File: src/rtl/legacyver_sched.sv
// rtl/legacyver_sched.sv - two-requester round-robin scheduler for the legacyver datapath
module legacyver_sched #(
   parameter int AW  = 4,
   parameter int DW  = 8,
   parameter int LAT = 2,
   parameter int TMO = 15
) (
   input  logic          clk,
   input  logic          rstn,
   input  logic          req0_valid,
   output logic          req0_ready,
   input  logic [AW-1:0] req0_a,
   input  logic [DW-1:0] req0_b,
   input  logic          req1_valid,
   output logic          req1_ready,
   input  logic [AW-1:0] req1_a,
   input  logic [DW-1:0] req1_b,
   output logic [AW-1:0] dp_in0,
   output logic [DW-1:0] dp_in1,
   output logic          dp_issue,
   input  logic [3:0]    dp_out1,
   output logic          rsp_valid,
   input  logic          rsp_ready,
   output logic          rsp_id,
   output logic [3:0]    rsp_data,
   output logic          busy,
   output logic          err,
   input  logic          err_clr
);

   typedef enum logic [1:0] {
      S_IDLE  = 2'd0,
      S_ISSUE = 2'd1,
      S_WAIT  = 2'd2,
      S_RESP  = 2'd3
   } state_t;

   state_t        r_state;
   state_t        w_next;
   logic          w_gnt0;
   logic          w_gnt1;
   logic          w_issue;
   logic          w_rsp_valid;
   logic          w_drop;
   logic          r_last_gnt;
   logic          r_id;
   logic [2:0]    r_wcnt;
   logic [7:0]    r_tmo;
   logic [AW-1:0] r_dp_in0;
   logic [DW-1:0] r_dp_in1;
   logic [3:0]    r_rsp_data;
   logic          r_err;

   // State register; reset abandons any in-flight operation
   always_ff @(posedge clk or negedge rstn) begin
      if (!rstn) r_state <= S_IDLE;
      else       r_state <= w_next;
   end

   // Next-state, grant and strobe decode
   always_comb begin
      w_next      = r_state;
      w_gnt0      = 1'b0;
      w_gnt1      = 1'b0;
      w_issue     = 1'b0;
      w_rsp_valid = 1'b0;
      w_drop      = 1'b0;
      case (r_state)
         S_IDLE: begin
            // On a tie the requester that did not win last time goes first
            w_gnt0 = req0_valid & (~req1_valid | r_last_gnt);
            w_gnt1 = req1_valid & (~req0_valid | ~r_last_gnt);
            if (w_gnt0 | w_gnt1) w_next = S_ISSUE;
         end
         S_ISSUE: begin
            w_issue = 1'b1;
            w_next  = S_WAIT;
         end
         S_WAIT: begin
            if (r_wcnt == 3'd0) w_next = S_RESP;
         end
         S_RESP: begin
            w_rsp_valid = 1'b1;
            // A handshake on the final allowed cycle still delivers the response
            if (rsp_ready) begin
               w_next = S_IDLE;
            end else if (r_tmo == 8'(TMO - 1)) begin
               w_drop = 1'b1;
               w_next = S_IDLE;
            end
         end
         default: w_next = S_IDLE;
      endcase
   end

   // Operand capture and round-robin history on an accepted request
   always_ff @(posedge clk or negedge rstn) begin
      if (!rstn) begin
         r_dp_in0   <= '0;
         r_dp_in1   <= '0;
         r_id       <= 1'b0;
         r_last_gnt <= 1'b1;
      end else if (w_gnt0) begin
         r_dp_in0   <= req0_a;
         r_dp_in1   <= req0_b;
         r_id       <= 1'b0;
         r_last_gnt <= 1'b0;
      end else if (w_gnt1) begin
         r_dp_in0   <= req1_a;
         r_dp_in1   <= req1_b;
         r_id       <= 1'b1;
         r_last_gnt <= 1'b1;
      end
   end

   // Latency countdown and result capture when the datapath output is due
   always_ff @(posedge clk or negedge rstn) begin
      if (!rstn) begin
         r_wcnt     <= 3'd0;
         r_rsp_data <= 4'd0;
      end else if (r_state == S_ISSUE) begin
         r_wcnt <= 3'(LAT - 1);
      end else if (r_state == S_WAIT) begin
         if (r_wcnt == 3'd0) r_rsp_data <= dp_out1;
         else                r_wcnt     <= r_wcnt - 3'd1;
      end
   end

   // Counts unacknowledged response cycles; restarts for each response
   always_ff @(posedge clk or negedge rstn) begin
      if (!rstn) begin
         r_tmo <= 8'd0;
      end else if (r_state != S_RESP) begin
         r_tmo <= 8'd0;
      end else if (!rsp_ready) begin
         r_tmo <= r_tmo + 8'd1;
      end
   end

   // Sticky drop flag; a new drop takes priority over a clear
   always_ff @(posedge clk or negedge rstn) begin
      if (!rstn)        r_err <= 1'b0;
      else if (w_drop)  r_err <= 1'b1;
      else if (err_clr) r_err <= 1'b0;
   end

   assign req0_ready = w_gnt0;
   assign req1_ready = w_gnt1;
   assign dp_in0     = r_dp_in0;
   assign dp_in1     = r_dp_in1;
   assign dp_issue   = w_issue;
   assign rsp_valid  = w_rsp_valid;
   assign rsp_id     = r_id;
   assign rsp_data   = r_rsp_data;
   assign busy       = (r_state != S_IDLE);
   assign err        = r_err;

endmodule

File: config.mk
export PLATFORM = sky130hd
export DESIGN_NAME = legacyver_sched
export DESIGN_NICKNAME = d
export VERILOG_FILES = /design/src/rtl/legacyver_sched.sv
export SDC_FILE = /design/constraint.sdc
export NUM_CORES = 1
export LEC_CHECK = 0
export BUFFER_PORTS_ARGS = -buffer_cell sky130_fd_sc_hd__buf_4
export CORE_AREA = 3 3 74 76
export CTS_BUF_LIST = sky130_fd_sc_hd__clkbuf_4 sky130_fd_sc_hd__clkbuf_8
export DETAILED_ROUTE_END_ITERATION = 8
export DIE_AREA = 0 0 77 79
export PLACE_DENSITY = 0.62
export REMOVE_ABC_BUFFERS = 1
export SLEW_MARGIN = 25
export SYNTH_ARGS = -nofsm -noshare
export SYNTH_HDL_FRONTEND = slang
export SYNTH_SLANG_ARGS = --single-unit
File: constraint.sdc
create_clock -name clk -period 3.05 [get_ports clk]
set_input_delay 0.305 -clock clk [delete_from_list [all_inputs] [get_ports clk]]
set_output_delay 0.305 -clock clk [all_outputs]
set_load 0.05 [all_outputs]
After elaboration in Yosys (flattened, before gate mapping)
Cells that the tools add are included.

Equal/unequal tests: 10. Reduce and logical (&&, ||, !) cells: 9. Bitwise gates (word level): 9. Multiplexer cells: 25. Add/sub/neg operators: 2.

Operators by type and width (count): 8-bit two-way mux (4); 1-bit two-way mux (11); 3-bit two-way mux (3); 8-bit by 1-bit adder with 8-bit output (second input constant) (1); 8-bit by 4-bit == test with 1-bit output (second input constant) (1); 2-bit two-way mux (4); 4-bit two-way mux (2); 2-bit one-hot mux with 4 select lines (1); 2-bit nonzero test (4); 2-bit != test (second input constant) (3); 3-bit AND reduction (2); 2-bit == test (second input constant) (2); 2-bit by 1-bit != test with 1-bit output (second input constant) (2); 1-bit inverter (4); 3-bit zero test (1); 3-bit != test (second input constant) (1); 1-bit bitwise OR (3); 3-bit by 1-bit subtractor with 3-bit output (second input constant) (1); 1-bit bitwise AND (2); 2-bit by 1-bit == test with 1-bit output (second input constant) (1); 2-bit zero test (1); 2-bit AND reduction (1).

Output and inout bits: 23. Logic and storage cells: 64. Register bits after elaboration: 32. Bits of input ports: 34.

Longest topological paths before layout
Depth in word-level cells: 6. Depth in mapped cells: 6. Depth with buffers taken out: 6.

Worst setup path after synthesis
No wires, ideal clock.

Kind: register -> output. From: register r_state[0]. To: output req0_ready. Data required time: 2.745 ns. Stages on the path, launching flop included: 6. Slack: 1.057 ns. Arrival: 1.688 ns. Buffers on the path: 1. Cell sequence: dfrtp_1 inv_1 ha_1 nand2_1 clkbuf_1 nor2_1.

Word-level cells in the longest chain between the ends: 2.

RTL lines: start, declared (line 38) `state_t r_state;`; start signal, assigned (line 57) `else r_state <= w_next;`; 2-bit zero test (line 68) `case (r_state)`; 1-bit two-way mux (line 68); end, declared (line 11) `output logic req0_ready,`.

Every way passes these cells.

Worst setup path after layout
From: register r_state[1]. To: output req0_ready.

Same word-level chain as after synthesis.

==> reports/metrics.yaml <==
outcome:
  status: "completed"
synth:
  synth_area_leaders: "dfrtp_1 46%, ha_1 5.9%, o21ai_0 5.3%"
  ys_warn_count: 0
  synth.avg_cell_area_sq_um: 9.532
  synth_most_common_cell: "dfrtp_1"
  yosysSeqAreaShare_pct: 47.27
  netlist.area_leader.share_pct: 45.72
  synth_common_cells: "31 x dfrtp_1, 22 x nor2_1, 18 x o21ai_0"
  async_flop_share_pct: 100.0
  synth_area_sq_um: 1697
  ys_types: 36
  syn_inst: 178
  synthFlopType: "dfrtp_1"
  synth_area_leader_cell: "dfrtp_1"
  postSynthRegisterBits: 32
  synth-edff-count: 0
grt:
  antenna_found_initial: 0
  first_global_vias: 1416
  overflow: 0
  gr-usage-all-layers_pct: 13.01
  grt_max_degree: 33
  grt_pass1_wl_um: 6541
clock_network:
  h-tree-depth: 2
  clk_path_buf_depth: 2
  clk_pin_slew_ps: 70
  clock_latency_ps: 280
  clkSinkCount: 32
  cts_resized: 0
  cts_root_buf: "clkbuf_8"
  cts_tree: "yes"
  cts_buffers: 5
critical_path:
  crit_type: "reg2out"
  cp-end-kind: "output pin"
  reg2regPathDepth: 5
  crit_required_ps: 2740
  cp_max_fo: 15
  startpoint_type: "flip-flop"
  arrival_ps: 1760
final_layout:
  fin_util_pct: 47.79
  multiInputGateArea_sq_um: 822.0
  area_growth_syn_to_layout_pct: 34.81
  final_nets: 277
  final_cells: 303
  fillers: 488
  regArea_sq_um: 802.0
  diodes: 0
  drive_gt1_share_pct: 31.78
detailed_routing:
  routedWlPerCell_um: 12.93
  antenna_left: 0
  first_iter_violations: 73
  drt_pass1_iterations: 4
  vias_per_cell: 4.818
  wl_um: 3917
  via_count: 1460
  post-route-drc-count: 0
flow_run:
  max-cap-violations: 0
place:
  place_congestion: 0.7429
  numPlacedInstances: 294
  post-dp-hpwl_um: 2828
  port_buffers: 56
  pre_cts_slack_ps: 1272
timing:
  period_minus_slack_ps: 2062
  fmax_mhz: 484.9
  finalHoldViolations: 0
  worst_slack_ps: 987.7
  tns_ps: 0
  setup_viol: 0
  worst_slew_pin_slew_ps: 751.3
  clock_skew_ps: 5.505
  slew_viol_final: 0
  rsz0062_at_grt: "no"
  period_share_pct: 67.62
  relSlewSlack_pct: 49.81
hold_path:
  hold_class: "in2reg"
  hold_depth: 2
power_and_ir_drop:
  leakage_nw: 1.035
  powerDensity_nw_per_um2: 1077
  swShare_pct: 47.27
  pwr-share-seq_pct: 28.1
  switching_power_mw: 1.164
  internal_power_mw: 1.299
  combinationalPowerShare_pct: 55.4
  power.share.clock_pct: 16.5
  ir_drop_uv: 400.8
floorplan:
  die_area_sq_um: 6083
  rows: 25
  start_util_pct: 35.45
  ios: 57
  die_y_um: 79
  die_w_um: 77
  core-area_sq_um: 4786
[worst max-delay path, stage by stage (launching register included)]
cell and delay [ps]:
dfrtp_1 420, inv_1 110, ha_1 260, nand2_1 290
nor2_1 180, buf_4 210
[cell families after synthesis]
kind of cell | share of synthesized area [%]
and+or+nand+nor | 21.46
AOI/OAI and AO/OA | 15.78
DFF | 47.27
buffers and inverters | 4.277
adders and majority gates | 5.900
muxes | 3.245
xor gates and xnor gates | 2.065
[cells in the final DEF, fill, tap and decap left out, types with 2 or more instances in the layout]
cell type	n
ha_1	8
clkbuf_8	5
dfrtp_1	31
inv_1	10
a21oi_1	7
nand4b_1	2
o22ai_1	2
nor2b_1	3
o21ai_0	18
xor2_1	3
mux2_2	4
buf_4	56
nand2_1	8
nand3_1	14
o211ai_1	2
nand2b_1	5
nor2_1	22
a31oi_1	12
nor3b_1	2
or3b_2	3
[state kept, by name, indices dropped and copies added, names as in the netlist]
register	flops
dp_in1	8
r_state	2
rsp_data	4
r_tmo	8
err	1
rsp_id	1
r_wcnt	3
dp_in0	4
r_last_gnt	1
[what timing repair did]
action | in CTS | in global routing
hold buffers | 1 | 0
endpoints found under the setup margin | 0 | 0
hold endpoints to repair | 31 | 0
setup buffers | 0 | 0
[power by group through the flow]
stage,registers (mW),logic [mW],clock network [mW]
final,0.692,1.36,0.406
after global routing,0.713,1.49,0.433
after CTS,0.694,1.38,0.417
after detailed placement,0.702,1.37,0
after global placement,0.696,1.36,0
after floorplan,1.08,0.593,0
[area by class of cell]
type | count | share of cell area (%)
clock inverter | 2 | 1.532
sequential | 32 | 35.07
inverter | 10 | 1.641
tap | 67 | 3.665
clock buffer | 6 | 3.337
multi-input combinational | 129 | 35.94
timing repair buffer | 57 | 18.82
[path summary, 6_finish.rpt]
check,from,end,slack (ps)
worst max-delay path,r_state[1]$_DFFE_PN0P_,req0_ready,990
worst min-delay path,err_clr,err$_DFFE_PN0P_,210
worst max register to register,r_state[1]$_DFFE_PN0P_,dp_in1[1]$_DFFE_PN0P_,1290
worst min register to register,r_wcnt[0]$_DFFE_PN0P_,r_wcnt[0]$_DFFE_PN0P_,490
max in group asynchronous,rstn,r_last_gnt$_DFFE_PN1P_,2220
min in group asynchronous,rstn,rsp_data[1]$_DFFE_PN0P_,500
[per-stage QoR]
| step | hold WS, ps | cell area, sq um | total power [mW] |
|---|---|---|---|
| detailed placement | 276.3 | 2166 | 2.074 |
| global route | 220.2 | 2287 | 2.634 |
| global placement | 279.0 | 2166 | 2.058 |
| finish | 210.3 | 2287 | 2.463 |
| floorplan | 9.409 | 1662 | 1.675 |
| CTS | 204.7 | 2287 | 2.487 |
[per-layer routing]
metal | global-route usage, % | up-vias | part of all wire, % | routed length [um]
met5 | 0 | - | 0 | 0
met4 | 3.737 | 0 | 0.74 | 29
met3 | 3.855 | 4 | 8.5 | 333
met2 | 20.99 | 50 | 43 | 1699
met1 | 16.98 | 661 | 47 | 1855
li1 | - | 745 | - | -
Note: power is estimated with default switching activity, not from simulation.
